===== config.mk =====
export PLATFORM = sky130hd
export DESIGN_NAME = fetch_buffer
export DESIGN_NICKNAME = d
export VERILOG_FILES = /design/src/rtl/fetch_buffer.sv
export SDC_FILE = /design/constraint.sdc
export NUM_CORES = 1
export LEC_CHECK = 0
export BUFFER_PORTS_ARGS = -buffer_cell sky130_fd_sc_hd__buf_2
export CORE_MARGIN = 5
export CORE_UTILIZATION = 50
export DETAILED_ROUTE_END_ITERATION = 16
export MAX_ROUTING_LAYER = met4
export PLACE_DENSITY = 0.68
export REMOVE_ABC_BUFFERS = 1
export SLEW_MARGIN = 20
export SYNTH_ARGS = -nofsm -noshare
export SYNTH_HDL_FRONTEND = slang
export SYNTH_SLANG_ARGS = --single-unit
export TNS_END_PERCENT = 30

===== constraint.sdc =====
create_clock -name clk -period 4.31 [get_ports clk]
set_clock_uncertainty 0.15 [all_clocks]
set_input_delay 0.2155 -clock clk [delete_from_list [all_inputs] [get_ports clk]]
set_output_delay 0.2155 -clock clk [all_outputs]
set_load 0.01 [all_outputs]

===== src/rtl/fetch_buffer.sv =====
// -----------------------------------------------------------------------------
// fetch_buffer
//
// Instruction queue sitting between fetch and decode. Fetch pushes {pc, instr}
// pairs; decode pops the oldest entry through a valid/ready handshake. A
// redirect (flush) discards every stored entry.
//
// Optional build macro:
//   FETCH_BUF_BYPASS_EN - when the queue is empty (and no flush), the incoming
//                         entry is presented to decode in the same cycle and,
//                         if taken, never stored (zero-cycle latency).
//
// Ports:
//   clk        in   rising-edge clock
//   reset      in   asynchronous active-low reset
//   flush      in   redirect, drops all entries (sampled at the clock edge)
//   in_valid   in   fetch presents {in_pc, in_instr}
//   in_pc      in   PC of fetched instruction
//   in_instr   in   fetched instruction word
//   in_ready   out  buffer can accept an entry (registered state only)
//   out_valid  out  head entry valid for decode
//   out_pc     out  PC of head entry (0 when not valid)
//   out_instr  out  instruction of head entry (0 when not valid)
//   out_npc    out  out_pc + 4 (0 when not valid)
//   out_ready  in   decode consumes head entry
//   count      out  number of stored entries, 0..DEPTH
// -----------------------------------------------------------------------------
module fetch_buffer #(
    parameter int DEPTH = 4,
    parameter int PTR_W = 2
) (
    input  logic             clk,
    input  logic             reset,
    input  logic             flush,
    input  logic             in_valid,
    input  logic [31:0]      in_pc,
    input  logic [31:0]      in_instr,
    output logic             in_ready,
    output logic             out_valid,
    output logic [31:0]      out_pc,
    output logic [31:0]      out_instr,
    output logic [31:0]      out_npc,
    input  logic             out_ready,
    output logic [PTR_W:0]   count
);

    localparam logic [PTR_W:0]   CNT_FULL = (PTR_W + 1)'(DEPTH);
    localparam logic [PTR_W:0]   CNT_ONE  = (PTR_W + 1)'(1);
    localparam logic [PTR_W-1:0] PTR_ONE  = PTR_W'(1);

    logic [PTR_W-1:0] wr_ptr_q, wr_ptr_d;
    logic [PTR_W-1:0] rd_ptr_q, rd_ptr_d;
    logic [PTR_W:0]   count_q,  count_d;

    // Storage is deliberately not reset; pointers/count alone define validity.
    logic [31:0] pc_mem    [DEPTH];
    logic [31:0] instr_mem [DEPTH];

    logic        stored_valid;
    logic        push;
    logic        pop;
    logic [31:0] head_pc;
    logic [31:0] head_instr;

    assign stored_valid = (count_q != '0);

    // Full check uses registered count only, so a same-cycle pop never
    // opens the input and there is no out_ready -> in_ready path.
    assign in_ready = (count_q != CNT_FULL);

`ifdef FETCH_BUF_BYPASS_EN
    logic bypass_sel;

    // Empty queue: route fetch straight through to decode.
    assign bypass_sel = (count_q == '0) && !flush;
    // Gate with reset so the pass-through path stays quiet while held in reset.
    assign out_valid  = reset && (bypass_sel ? in_valid : stored_valid);
    assign head_pc    = bypass_sel ? in_pc    : pc_mem[rd_ptr_q];
    assign head_instr = bypass_sel ? in_instr : instr_mem[rd_ptr_q];
    // An entry consumed directly from the input is never written.
    assign push       = in_valid && in_ready && !(bypass_sel && out_ready);
    assign pop        = stored_valid && out_ready;
`else
    assign out_valid  = stored_valid;
    assign head_pc    = pc_mem[rd_ptr_q];
    assign head_instr = instr_mem[rd_ptr_q];
    assign push       = in_valid && in_ready;
    assign pop        = out_valid && out_ready;
`endif

    assign out_pc    = out_valid ? head_pc          : 32'd0;
    assign out_instr = out_valid ? head_instr       : 32'd0;
    assign out_npc   = out_valid ? head_pc + 32'd4  : 32'd0;
    assign count     = count_q;

    // Next-state: flush dominates push and pop.
    always_comb begin
        wr_ptr_d = wr_ptr_q;
        rd_ptr_d = rd_ptr_q;
        count_d  = count_q;
        if (flush) begin
            wr_ptr_d = '0;
            rd_ptr_d = '0;
            count_d  = '0;
        end else begin
            if (push) begin
                wr_ptr_d = wr_ptr_q + PTR_ONE;
            end
            if (pop) begin
                rd_ptr_d = rd_ptr_q + PTR_ONE;
            end
            if (push && !pop) begin
                count_d = count_q + CNT_ONE;
            end else if (pop && !push) begin
                count_d = count_q - CNT_ONE;
            end
        end
    end

    always_ff @(posedge clk or negedge reset) begin
        if (!reset) begin
            wr_ptr_q <= '0;
            rd_ptr_q <= '0;
            count_q  <= '0;
        end else begin
            wr_ptr_q <= wr_ptr_d;
            rd_ptr_q <= rd_ptr_d;
            count_q  <= count_d;
        end
    end

    // One write port per entry; pointer wrap is natural since DEPTH = 2**PTR_W.
    // A write during flush is harmless: the slot is unreachable after the reset
    // of the pointers and will be overwritten before it is read.
    for (genvar gi = 0; gi < DEPTH; gi++) begin : g_entry
        always_ff @(posedge clk) begin
            if (push && (wr_ptr_q == PTR_W'(gi))) begin
                pc_mem[gi]    <= in_pc;
                instr_mem[gi] <= in_instr;
            end
        end
    end

endmodule


==> flow_summary.ini <==
[run_status]
status = complete, no violations

[worst_hold_path]
hp-class = primary input to flip-flop
min-delay-start = out_ready
hold_depth = 4
min_to = rd_ptr_q[0]

[floorplan]
dieWidth_um = 158
io_pins = 170
rows = 54
initial_core_util = 0.506
core_mm2 = 0.0217
die_area_mm2 = 0.0250
die_h_um = 158

[final_layout]
drive_above_1_share = 0.345
multi_input_area_mm2 = 0.00289
nNetsFinal = 894
final-seq-area_mm2 = 0.00787
fin_area_mm2 = 0.0136
areaGrowthSynthToFinish_pct = 23.8
fin_cells = 1119
fill_cells = 1547
post-route-util = 0.626

[critical_path]
rr_startpoint = count[1]
arrival_ns = 3.52
end_kind = output port
start_kind = flip-flop
r2r_setup_slack_ns = 1.01
cp.required_ns = 3.94
crit_fanout = 36
ff2ff_path_depth = 7
crit_type = flip-flop to output port
timing.rr.end = rd_ptr_q[1]

[power_and_ir_drop]
pwr-share-comb = 0.339
p_sw_frac = 0.314
power.leakage_nw = 4.80
p_clk_frac = 0.267
power.total_mw = 8.33
internal-power_mw = 5.72
seqPwrFrac = 0.394
peakVddDrop_uv = 438
p_switching_mw = 2.61
power_density_mw_per_mm2 = 614

[placement]
placed_area_mm2 = 0.0120
globalplace.congestion = 0.839
dpl.cell_count = 1002
hpwl_um = 13100
dpl_worst_slack_ns = 0.748
port_buffers = 169

[clocking]
clkTransAtPathRegs_ns = 0.06
clk_latency_ns = 0.51
htreeDepth = 1
cts_tree = yes
clk_path_buf_depth = 3
root_buffer = clkbuf_16
clkSinkCount = 263
cts_resized = 0
numCtsBuffers = 26

[route]
drt_iter0_drc = 485
drc = 0
via_per_inst = 5.49
ant_nets = 0
wl_per_cell_um = 20.0
firstDrtPassIters = 5
vias = 6147
drt-total-wl_um = 22300

[sta]
period_share = 0.901
layout_min_cycle_time_ns = 3.88
rsz0062_at_grt = no
setup_ws_ns = 0.426
whs_ns = 0.0385
relSlewSlack = 0.303
finalSetupViolCount = 0
fmax_mhz = 257
tns_ns = 0
tightest_slew_ns = 1.05
hold_viol = 0
slew_violations = 0

[run]
drv_cap = 0

[yosys]
synthXorXnorAreaFrac = 0.0136
yosys.area_share.simple = 0.0832
syn_inst = 581
synth.distinct_cells = 44
yosys_register_bits = 263
yosys_warnings = 0
syn_area_mm2 = 0.0110
netlist_top_cells_area = edfxtp_1 (70%), mux4_2 (10%), and2_1 (3.6%)
yosys.area.top_type = edfxtp_1
synth_top_family_by_area = multiplexers
synth_compound_area_frac = 0.0168
yosysSeqAreaShare = 0.717
synth.top_cell.area_share = 0.701
synthMuxAreaShare = 0.140
synth-adder-area-share = 0.00753
syn-mean-instance-area_um2 = 18.9

[global_routing]
grt_usage = 0.182
grt_remaining_overflow = 0
antenna_found_initial = 1
grt_pass1_vias = 6414
grt_pass1_wl_um = 34500
grt_max_degree = 66
## state kept, by name (all words and copies together), names as in the netlist
name,cells
pc_mem,128
rd_ptr_q,2
wr_ptr_q,2
count,3
instr_mem,128
## worst max-delay path by stage
stage,startpoint,to,slack (ns),depth (start not counted)
after floorplan,rd_ptr_q[0],out_npc[25],-0.86,5
after global placement,rd_ptr_q[0],out_npc[26],0.84,6
after detailed placement,rd_ptr_q[0],out_npc[29],0.75,6
after CTS,rd_ptr_q[0],out_npc[29],0.18,6
after global routing,rd_ptr_q[1],out_npc[21],0.25,7
final,rd_ptr_q[1],out_npc[21],0.43,7
## cell type report
cell class	instances	share of cell area
flip-flops and latches	263	0.580
multi-input cells	276	0.212
repair buffers	243	0.117
clock buffers	32	0.0511
well taps	280	0.0258
clock inverters	15	0.0115
inverters	9	0.00258
diodes	1	0.000184
## critical path, cell delays in order (launching register included)
cell	delay, ns
dfrtp_4	0.75
buf_4	0.32
mux4_2	0.27
and3_1	0.40
nand4_1	0.38
or4_1	0.51
a21oi_1	0.18
buf_2	0.16
## power by group through the flow
stage	Combinational, mW	Sequential (mW)	Clock (mW)
2_1_floorplan	1.68	3.39	0
3_3_place_gp	2.71	3.36	0
3_5_place_dp	2.73	3.38	0
4_1_cts	2.80	3.33	2.27
5_1_grt	3.09	3.31	2.39
6_report	2.83	3.28	2.23
## routing by layer
layer / vias to the layer above / part of all wire / wire (um) / global-route usage
met5: - / 0 / 0 / -
met4: 0 / 0.016 / 354 / 0.0431
met3: 30 / 0.078 / 1740 / 0.0328
met2: 226 / 0.50 / 11100 / 0.306
met1: 3082 / 0.41 / 9110 / 0.235
li1: 2809 / - / - / -
## logic make-up (layout without fill, tap and decap cells)
logic type                 count (synthesis)  count (layout)
DFF                                      263             263
and+or+nand+nor                          154             154
muxes                                     68              68
buffers and inverters                     42             299
AOI/OAI and AO/OA                         31              31
xor gates and xnor gates                  17              17
adders and majority gates                  6               6
other                                      0               1
## Yosys cell counts (all sizes together)
library cell and n:
o21ai 5, xnor2 6, nand3 12, and3 8, xor2 11, mux4 64
nand4b 1, inv 9, and2 65, nand4 11, nor3 3, mux2 3
a211oi 1, a21oi 14, or4 9, nand2 9, or3b 1, ha 5
nor4 1, mux2i 1, or2 1, nor2 26, buf 14, o31ai 10
edfxtp 256, or4b 1, o22ai 1, or3 3, fa 1, dfrtp 7
and4 3, clkbuf 19
## repair_timing
| item | in CTS | in global routing |
|---|---|---|
| setup buffers | 0 | 1 |
| hold buffers | 68 | 0 |
| endpoints found under the setup margin | 0 | 1 |
| hold endpoints to repair | 270 | 0 |
## cell usage in the layout, fill, tap and decap left out, types with 6 or more instances in the layout
cell type	count
nor2_1	26
o31ai_1	10
nand4_1	10
a21oi_1	14
and2_1	63
mux4_2	51
nand2_1	8
or4_1	8
edfxtp_1	256
inv_1	8
nand3_1	12
clkinv_2	8
clkbuf_16	27
buf_2	169
xnor2_1	6
mux4_1	12
xor2_1	11
dlygate4sd3_1	68
No activity file was read; power rests on OpenSTA's default activity.
